[src/rtl/lsu_pkg.sv]
// Shared constants for the AHB-Lite load/store unit: bus encodings, funct3 fields, FSM states.
package lsu_pkg;

  localparam logic [1:0] HTRANS_IDLE   = 2'b00;
  localparam logic [1:0] HTRANS_NONSEQ = 2'b10;

  localparam logic [1:0] SIZE_B = 2'd0;
  localparam logic [1:0] SIZE_H = 2'd1;
  localparam logic [1:0] SIZE_W = 2'd2;
  localparam logic [1:0] SIZE_D = 2'd3;

  localparam int F3_SIZE_LSB = 0;
  localparam int F3_SIZE_MSB = 1;
  localparam int F3_UNSIGNED = 2;

  typedef enum logic [1:0] {
    ST_IDLE = 2'd0,
    ST_ADDR = 2'd1,
    ST_DATA = 2'd2
  } lsu_state_e;

endpackage

[src/rtl/lsu_lane.sv]
// Combinational lane steering: store-data replication across all byte lanes and
// load-data extraction with zero/sign extension.
module lsu_lane
  import lsu_pkg::*;
#(
  parameter int XLEN  = 64,
  parameter int OFF_W = $clog2(XLEN / 8)
) (
  input  logic [1:0]       size,
  input  logic             is_unsigned,
  input  logic [OFF_W-1:0] offset,
  input  logic [XLEN-1:0]  value,
  input  logic [XLEN-1:0]  rdata,
  output logic [XLEN-1:0]  wdata,
  output logic [XLEN-1:0]  rdata_ext
);

  logic [XLEN-1:0] shifted;
  logic [XLEN-1:0] mask;
  logic            sign;

  always_comb begin
    wdata = value;
    case (size)
      SIZE_B:  wdata = {(XLEN / 8){value[7:0]}};
      SIZE_H:  wdata = {(XLEN / 16){value[15:0]}};
      SIZE_W:  wdata = {(XLEN / 32){value[31:0]}};
      default: wdata = value;
    endcase
  end

  // Mask-based extension avoids zero-width replications when the access fills XLEN.
  always_comb begin
    shifted = rdata >> {offset, 3'b000};
    mask    = '1;
    sign    = 1'b0;
    case (size)
      SIZE_B: begin
        mask = XLEN'(8'hFF);
        sign = shifted[7];
      end
      SIZE_H: begin
        mask = XLEN'(16'hFFFF);
        sign = shifted[15];
      end
      SIZE_W: begin
        mask = XLEN'(32'hFFFF_FFFF);
        sign = shifted[31];
      end
      default: begin
        mask = '1;
        sign = 1'b0;
      end
    endcase
    rdata_ext = (shifted & mask) | ((sign && !is_unsigned) ? ~mask : '0);
  end

endmodule

[src/rtl/lsu_ahb.sv]
// Load/store stage driving an AHB-Lite master with split address/data phases.
// Optional LSU_MISALIGN_TRAP_EN: trap misaligned accesses instead of force-aligning them.
module lsu_ahb
  import lsu_pkg::*;
#(
  parameter int XLEN   = 64,
  parameter int ADDR_W = 64
) (
  input  logic              CLK,
  input  logic              RST_N,
  input  logic              EN,
  input  logic              LOAD,
  input  logic [2:0]        funct3,
  input  logic [ADDR_W-1:0] address,
  input  logic [XLEN-1:0]   value,
  input  logic [XLEN-1:0]   alu_res,
  input  logic [4:0]        rd_i,
  input  logic              write_back,
  input  logic [XLEN-1:0]   HRDATA,
  input  logic              HREADY,
  input  logic              HRESP,
  output logic [ADDR_W-1:0] HADDR,
  output logic [XLEN-1:0]   HWDATA,
  output logic              HWRITE,
  output logic [1:0]        HTRANS,
  output logic [2:0]        HSIZE,
  output logic [XLEN-1:0]   res,
  output logic [4:0]        rd_o,
  output logic              mem_write_back_en,
  output logic              stall,
  output logic              misalign_exc,
  output logic              bus_err
);

  localparam int OFF_W = $clog2(XLEN / 8);

  lsu_state_e        state;
  logic [1:0]        req_size;
  logic              req_unsigned;
  logic              req_load;
  logic              req_wb;
  logic [4:0]        req_rd;
  logic [OFF_W-1:0]  req_off;
  logic [XLEN-1:0]   req_value;

  logic [1:0]        in_size;
  logic [1:0]        eff_size;
  logic              illegal_size;
  logic              misaligned;
  logic              trap;
  logic [ADDR_W-1:0] align_mask;
  logic [ADDR_W-1:0] eff_addr;
  logic [XLEN-1:0]   lane_wdata;
  logic [XLEN-1:0]   lane_rdata;

  assign in_size = funct3[F3_SIZE_MSB:F3_SIZE_LSB];

  // Doubleword on a 32-bit datapath is demoted to a word when not trapping.
  always_comb begin
    illegal_size = (XLEN == 32) && (in_size == SIZE_D);
    eff_size     = illegal_size ? SIZE_W : in_size;
    align_mask   = (ADDR_W'(1) << eff_size) - ADDR_W'(1);
    misaligned   = illegal_size || ((address & align_mask) != '0);
    eff_addr     = address & ~align_mask;
  end

`ifdef LSU_MISALIGN_TRAP_EN
  assign trap = misaligned;
`else
  assign trap = 1'b0;
`endif

  assign stall = (state != ST_IDLE);

  lsu_lane #(.XLEN(XLEN), .OFF_W(OFF_W)) u_lane (
    .size        (req_size),
    .is_unsigned (req_unsigned),
    .offset      (req_off),
    .value       (req_value),
    .rdata       (HRDATA),
    .wdata       (lane_wdata),
    .rdata_ext   (lane_rdata)
  );

  always_ff @(posedge CLK or negedge RST_N) begin
    if (!RST_N) begin
      state             <= ST_IDLE;
      req_size          <= '0;
      req_unsigned      <= 1'b0;
      req_load          <= 1'b0;
      req_wb            <= 1'b0;
      req_rd            <= '0;
      req_off           <= '0;
      req_value         <= '0;
      HADDR             <= '0;
      HWDATA            <= '0;
      HWRITE            <= 1'b0;
      HTRANS            <= HTRANS_IDLE;
      HSIZE             <= '0;
      res               <= '0;
      rd_o              <= '0;
      mem_write_back_en <= 1'b0;
      misalign_exc      <= 1'b0;
      bus_err           <= 1'b0;
    end else begin
      misalign_exc <= 1'b0;
      bus_err      <= 1'b0;
      case (state)
        ST_IDLE: begin
          if (!EN) begin
            res               <= alu_res;
            rd_o              <= rd_i;
            mem_write_back_en <= write_back;
          end else if (trap) begin
            misalign_exc      <= 1'b1;
            mem_write_back_en <= 1'b0;
          end else begin
            req_size          <= eff_size;
            req_unsigned      <= funct3[F3_UNSIGNED];
            req_load          <= LOAD;
            req_wb            <= write_back;
            req_rd            <= rd_i;
            req_off           <= eff_addr[OFF_W-1:0];
            req_value         <= value;
            HADDR             <= eff_addr;
            HTRANS            <= HTRANS_NONSEQ;
            HWRITE            <= ~LOAD;
            HSIZE             <= {1'b0, eff_size};
            mem_write_back_en <= 1'b0;
            state             <= ST_ADDR;
          end
        end
        ST_ADDR: begin
          if (HREADY) begin
            HTRANS <= HTRANS_IDLE;
            if (!req_load) HWDATA <= lane_wdata;
            state <= ST_DATA;
          end
        end
        ST_DATA: begin
          if (HREADY) begin
            if (HRESP) begin
              bus_err           <= 1'b1;
              mem_write_back_en <= 1'b0;
            end else begin
              if (req_load) res <= lane_rdata;
              mem_write_back_en <= req_wb & req_load;
              rd_o              <= req_rd;
            end
            state <= ST_IDLE;
          end
        end
        default: state <= ST_IDLE;
      endcase
    end
  end

endmodule

[config.mk]
export PLATFORM = sky130hd
export DESIGN_NAME = lsu_ahb
export DESIGN_NICKNAME = d
export VERILOG_FILES = /design/src/rtl/lsu_pkg.sv /design/src/rtl/lsu_lane.sv /design/src/rtl/lsu_ahb.sv
export SDC_FILE = /design/constraint.sdc
export NUM_CORES = 1
export LEC_CHECK = 0
export ABC_AREA = 1
export CAP_MARGIN = 20
export CORE_AREA = 2 2 186 188
export CTS_BUF_LIST = sky130_fd_sc_hd__clkbuf_16
export DETAILED_ROUTE_END_ITERATION = 8
export DIE_AREA = 0 0 188 190
export HOLD_SLACK_MARGIN = 0.03
export PLACE_DENSITY = 0.79
export SLEW_MARGIN = 5
export SYNTH_ARGS = -nofsm -noshare
export SYNTH_HDL_FRONTEND = slang
export SYNTH_HIERARCHICAL = 1
export SYNTH_SLANG_ARGS = --single-unit
[constraint.sdc]
create_clock -name CLK -period 1.9 [get_ports CLK]
set_input_delay 0.38 -clock CLK [delete_from_list [all_inputs] [get_ports CLK]]
set_output_delay 0.38 -clock CLK [all_outputs]
set_load 0.03 [all_outputs]
==> impl_metrics.toml <==
[synth]
ys.flop_type = "dfrtp_1"
synth-edff-count = 0
postSynthCellCount = 2037
synth_warnings = 6
avgSynthCellArea_um2 = 7.24
synth_xor_xnor_area_share = 0
synthArstFlopShare = 1.00
ys_types = 36
synth-compound-area-share = 0.110
synth.area.mux_share = 0.00679
synth_seq_cells = 277
yosys.area_share.adder = 0.00170
synth-seq-area-share = 0.470
synth_top_family_by_area = "simple AND/OR/NAND/NOR gates"
synth-simple-area-share = 0.328
netlist_area_um2 = 14800

[place]
routabilityCongestion = 0.918
dpl_worst_slack_ns = -0.381
post-dp-hpwl_um = 39800
port_buffers = 474
placed_cell_area_um2 = 20400

[final_layout]
seq_area_um2 = 6940
area_growth_pct = 46.4
layout_common_cells = "929 x nand2_1, 273 x dfrtp_1, 269 x clkdlybuf4s50_1"
drive_above_1_share = 0.112
final_area_um2 = 21600
fill_cells = 2985
nNetsFinal = 2787
layout_commonest_cell = "nand2_1"
multi_input_area_um2 = 6920

[grt]
grt_pass1_vias = 15400
grt_pass1_wl_um = 85200
grt_usage = 0.301
antenna_found_initial = 8
grt_max_degree = 89
grt_remaining_overflow = 0

[worst_setup_path]
path_delay_family = "simple AND/OR/NAND/NOR gates"
startpoint_type = "register"
critPathLaunch = "HADDR[0]"
critPathSlowestCell = "dfrtp_2"
critPathCaptureType = "register"
cp.buffers_inverters = 3
r2r-start = "HADDR[0]"
critPathMostFrequentCell = "nand2_1"
crit_fanout = 8
reg2reg_slack_ns = -0.19
crit_cells = 15
rr_worst_depth = 15
path_cells = "buf_12, nand2_4, nand3_2, nand2_1, nand2_1, nand3_2, nand3_4, buf_6, buf_12, nand3_4, nand2_2, nand3_1, nand2_1, nand3_1, nand2_1"
path_class = "register to register"
rr_endpoint = "res[30]"
crit_required_ns = 2.41
arrival_ns = 2.61
cpPeakStageDelay_ns = 0.50

[floorplanning]
die_h_um = 190
ios = 478
coreArea_um2 = 33900
die_w_um = 188
start_util = 0.435
die-area_um2 = 35700
rows = 68

[detailed_routing]
drc = 0
drt_wl_total_um = 55300
dr.pass1.iters = 5
postRouteAntennaNets = 0
drt_iter0_drc = 1468
viasPerCell = 5.28
num_vias = 15900
routedWlPerCell_um = 18.4

[pwr]
p_sw_frac = 0.493
switchingPower_mw = 19.4
clkPwrFrac = 0.143
comb_power_share = 0.590
p_per_area_nw_per_um2 = 1830
p_int_mw = 20.0
ir_drop_uv = 932
seq_power_share = 0.267
leakage_nw = 11.3
finalPower_mw = 39.4

[timing]
fin_skew_ns = 0.0117
setup_viol = 58
hold_viol_final = 0
fmax_mhz = 478
setup_tns_ns = -7.27
maxSlewViolCount = 0
finalWorstSetupSlack_ns = -0.194
relSlewSlack = 0.555
post-route-period-util = 1.10
rsz0062_at_grt = "true"
min_period_ns = 2.09
worst_pin_slew_ns = 0.667

[clock_tree]
clk_latency_ns = 0.58
h-tree-depth = 1
cts_max_path_buffers = 3
cts.sinks = 277
cts_tree = "done"
clockRootBuffer = "clkbuf_16"
cts_inserted_buffers = 30
clk_pin_slew_ns = 0.06

[status]
run_status = "finished, violations left"
violations = "negative setup slack"

[min_path]
min-delay-path-class = "input pin to asynchronous set/reset pin"

[flow_run]
max_cap_violations = 0
[logic make-up (layout without fill, tap and decap cells)]
logic type	Yosys count	in the layout
buf+inv	261	757
other cells	1	11
fa+ha+maj	2	2
compound gates	286	286
simple gates	1200	1202
flops	277	277
mux	10	10
[layout make-up]
class,instances,share of cell area
Inverter,113,0.0201
Clock inverter,25,0.00881
Timing Repair Buffer,588,0.267
Sequential cell,277,0.321
Antenna cell,8,0.000927
Tap cell,455,0.0264
Timing Repair inverter,1,0.000290
Multi-Input combinational cell,1503,0.321
Clock buffer,30,0.0348
[sequential cells by signal, summed over array words and instances, names as in the netlist]
| register | count |
|---|---|
| HADDR | 64 |
| HTRANS | 1 |
| HWDATA | 64 |
| HWRITE | 1 |
| bus_err | 1 |
| mem_write_back_en | 1 |
| rd_o | 5 |
| req_load | 1 |
| req_rd | 5 |
| req_size | 2 |
| req_unsigned | 1 |
| req_value | 64 |
| req_wb | 1 |
| res | 64 |
| state | 2 |
[per-layer routing]
metal	track usage	share of wire
met5	0	0
met4	0.128	0.044
met3	0.0576	0.084
met2	0.511	0.48
met1	0.378	0.39
[power groups by stage]
stage | clock network, mW | logic, mW | registers, mW
3_3_place_gp | 0 | 22.7 | 10.5
5_1_grt | 5.94 | 25.2 | 10.8
2_1_floorplan | 0 | 10.2 | 13.9
4_1_cts | 5.73 | 22.7 | 10.5
6_report | 5.64 | 23.3 | 10.5
3_5_place_dp | 0 | 23.1 | 10.6
[how the worst max path moves through the flow]
stage	end	slack, ns
6_report	res[30]	-0.19
4_1_cts	res[21]	-0.12
5_1_grt	res[22]	-0.34
3_5_place_dp	res[8]	-0.38
2_1_floorplan	res[22]	0.02
3_3_place_gp	res[12]	-0.34
[synthesized netlist by cell type, types with 26 or more instances]
cell type  instances  area share
nand2_1          969        0.25
buf_2             62       0.021
o211ai_1          26       0.013
o21ai_1           80       0.027
buf_4             29       0.015
clkbuf_1          30      0.0076
inv_1            104       0.026
nand3_1          178       0.060
dfrtp_1          277        0.47
o21ai_0          112       0.038
a21oi_1           29      0.0098
nor2_1            31      0.0079
[what timing repair did]
item	in CTS	in global routing
gates cloned	4	0
setup endpoints to repair	259	63
gates resized for setup	272	29
pin swaps	32	33
endpoints found under the hold margin	44	0
hold buffers	1	0
buffers inserted	2	3
[stage by stage]
| stage | hold WS (ns) | utilization | std cells |
|---|---|---|---|
| after floorplan | 0.0844 | - | 2039 |
| after global placement | 0.336 | 0.601 | 2928 |
| after detailed placement | 0.342 | 0.601 | 2928 |
| after CTS | 0.316 | 0.631 | 2989 |
| after global routing | 0.344 | 0.636 | 3000 |
| final | 0.312 | 0.636 | 3000 |
Note: power is estimated with default switching activity, not from simulation.
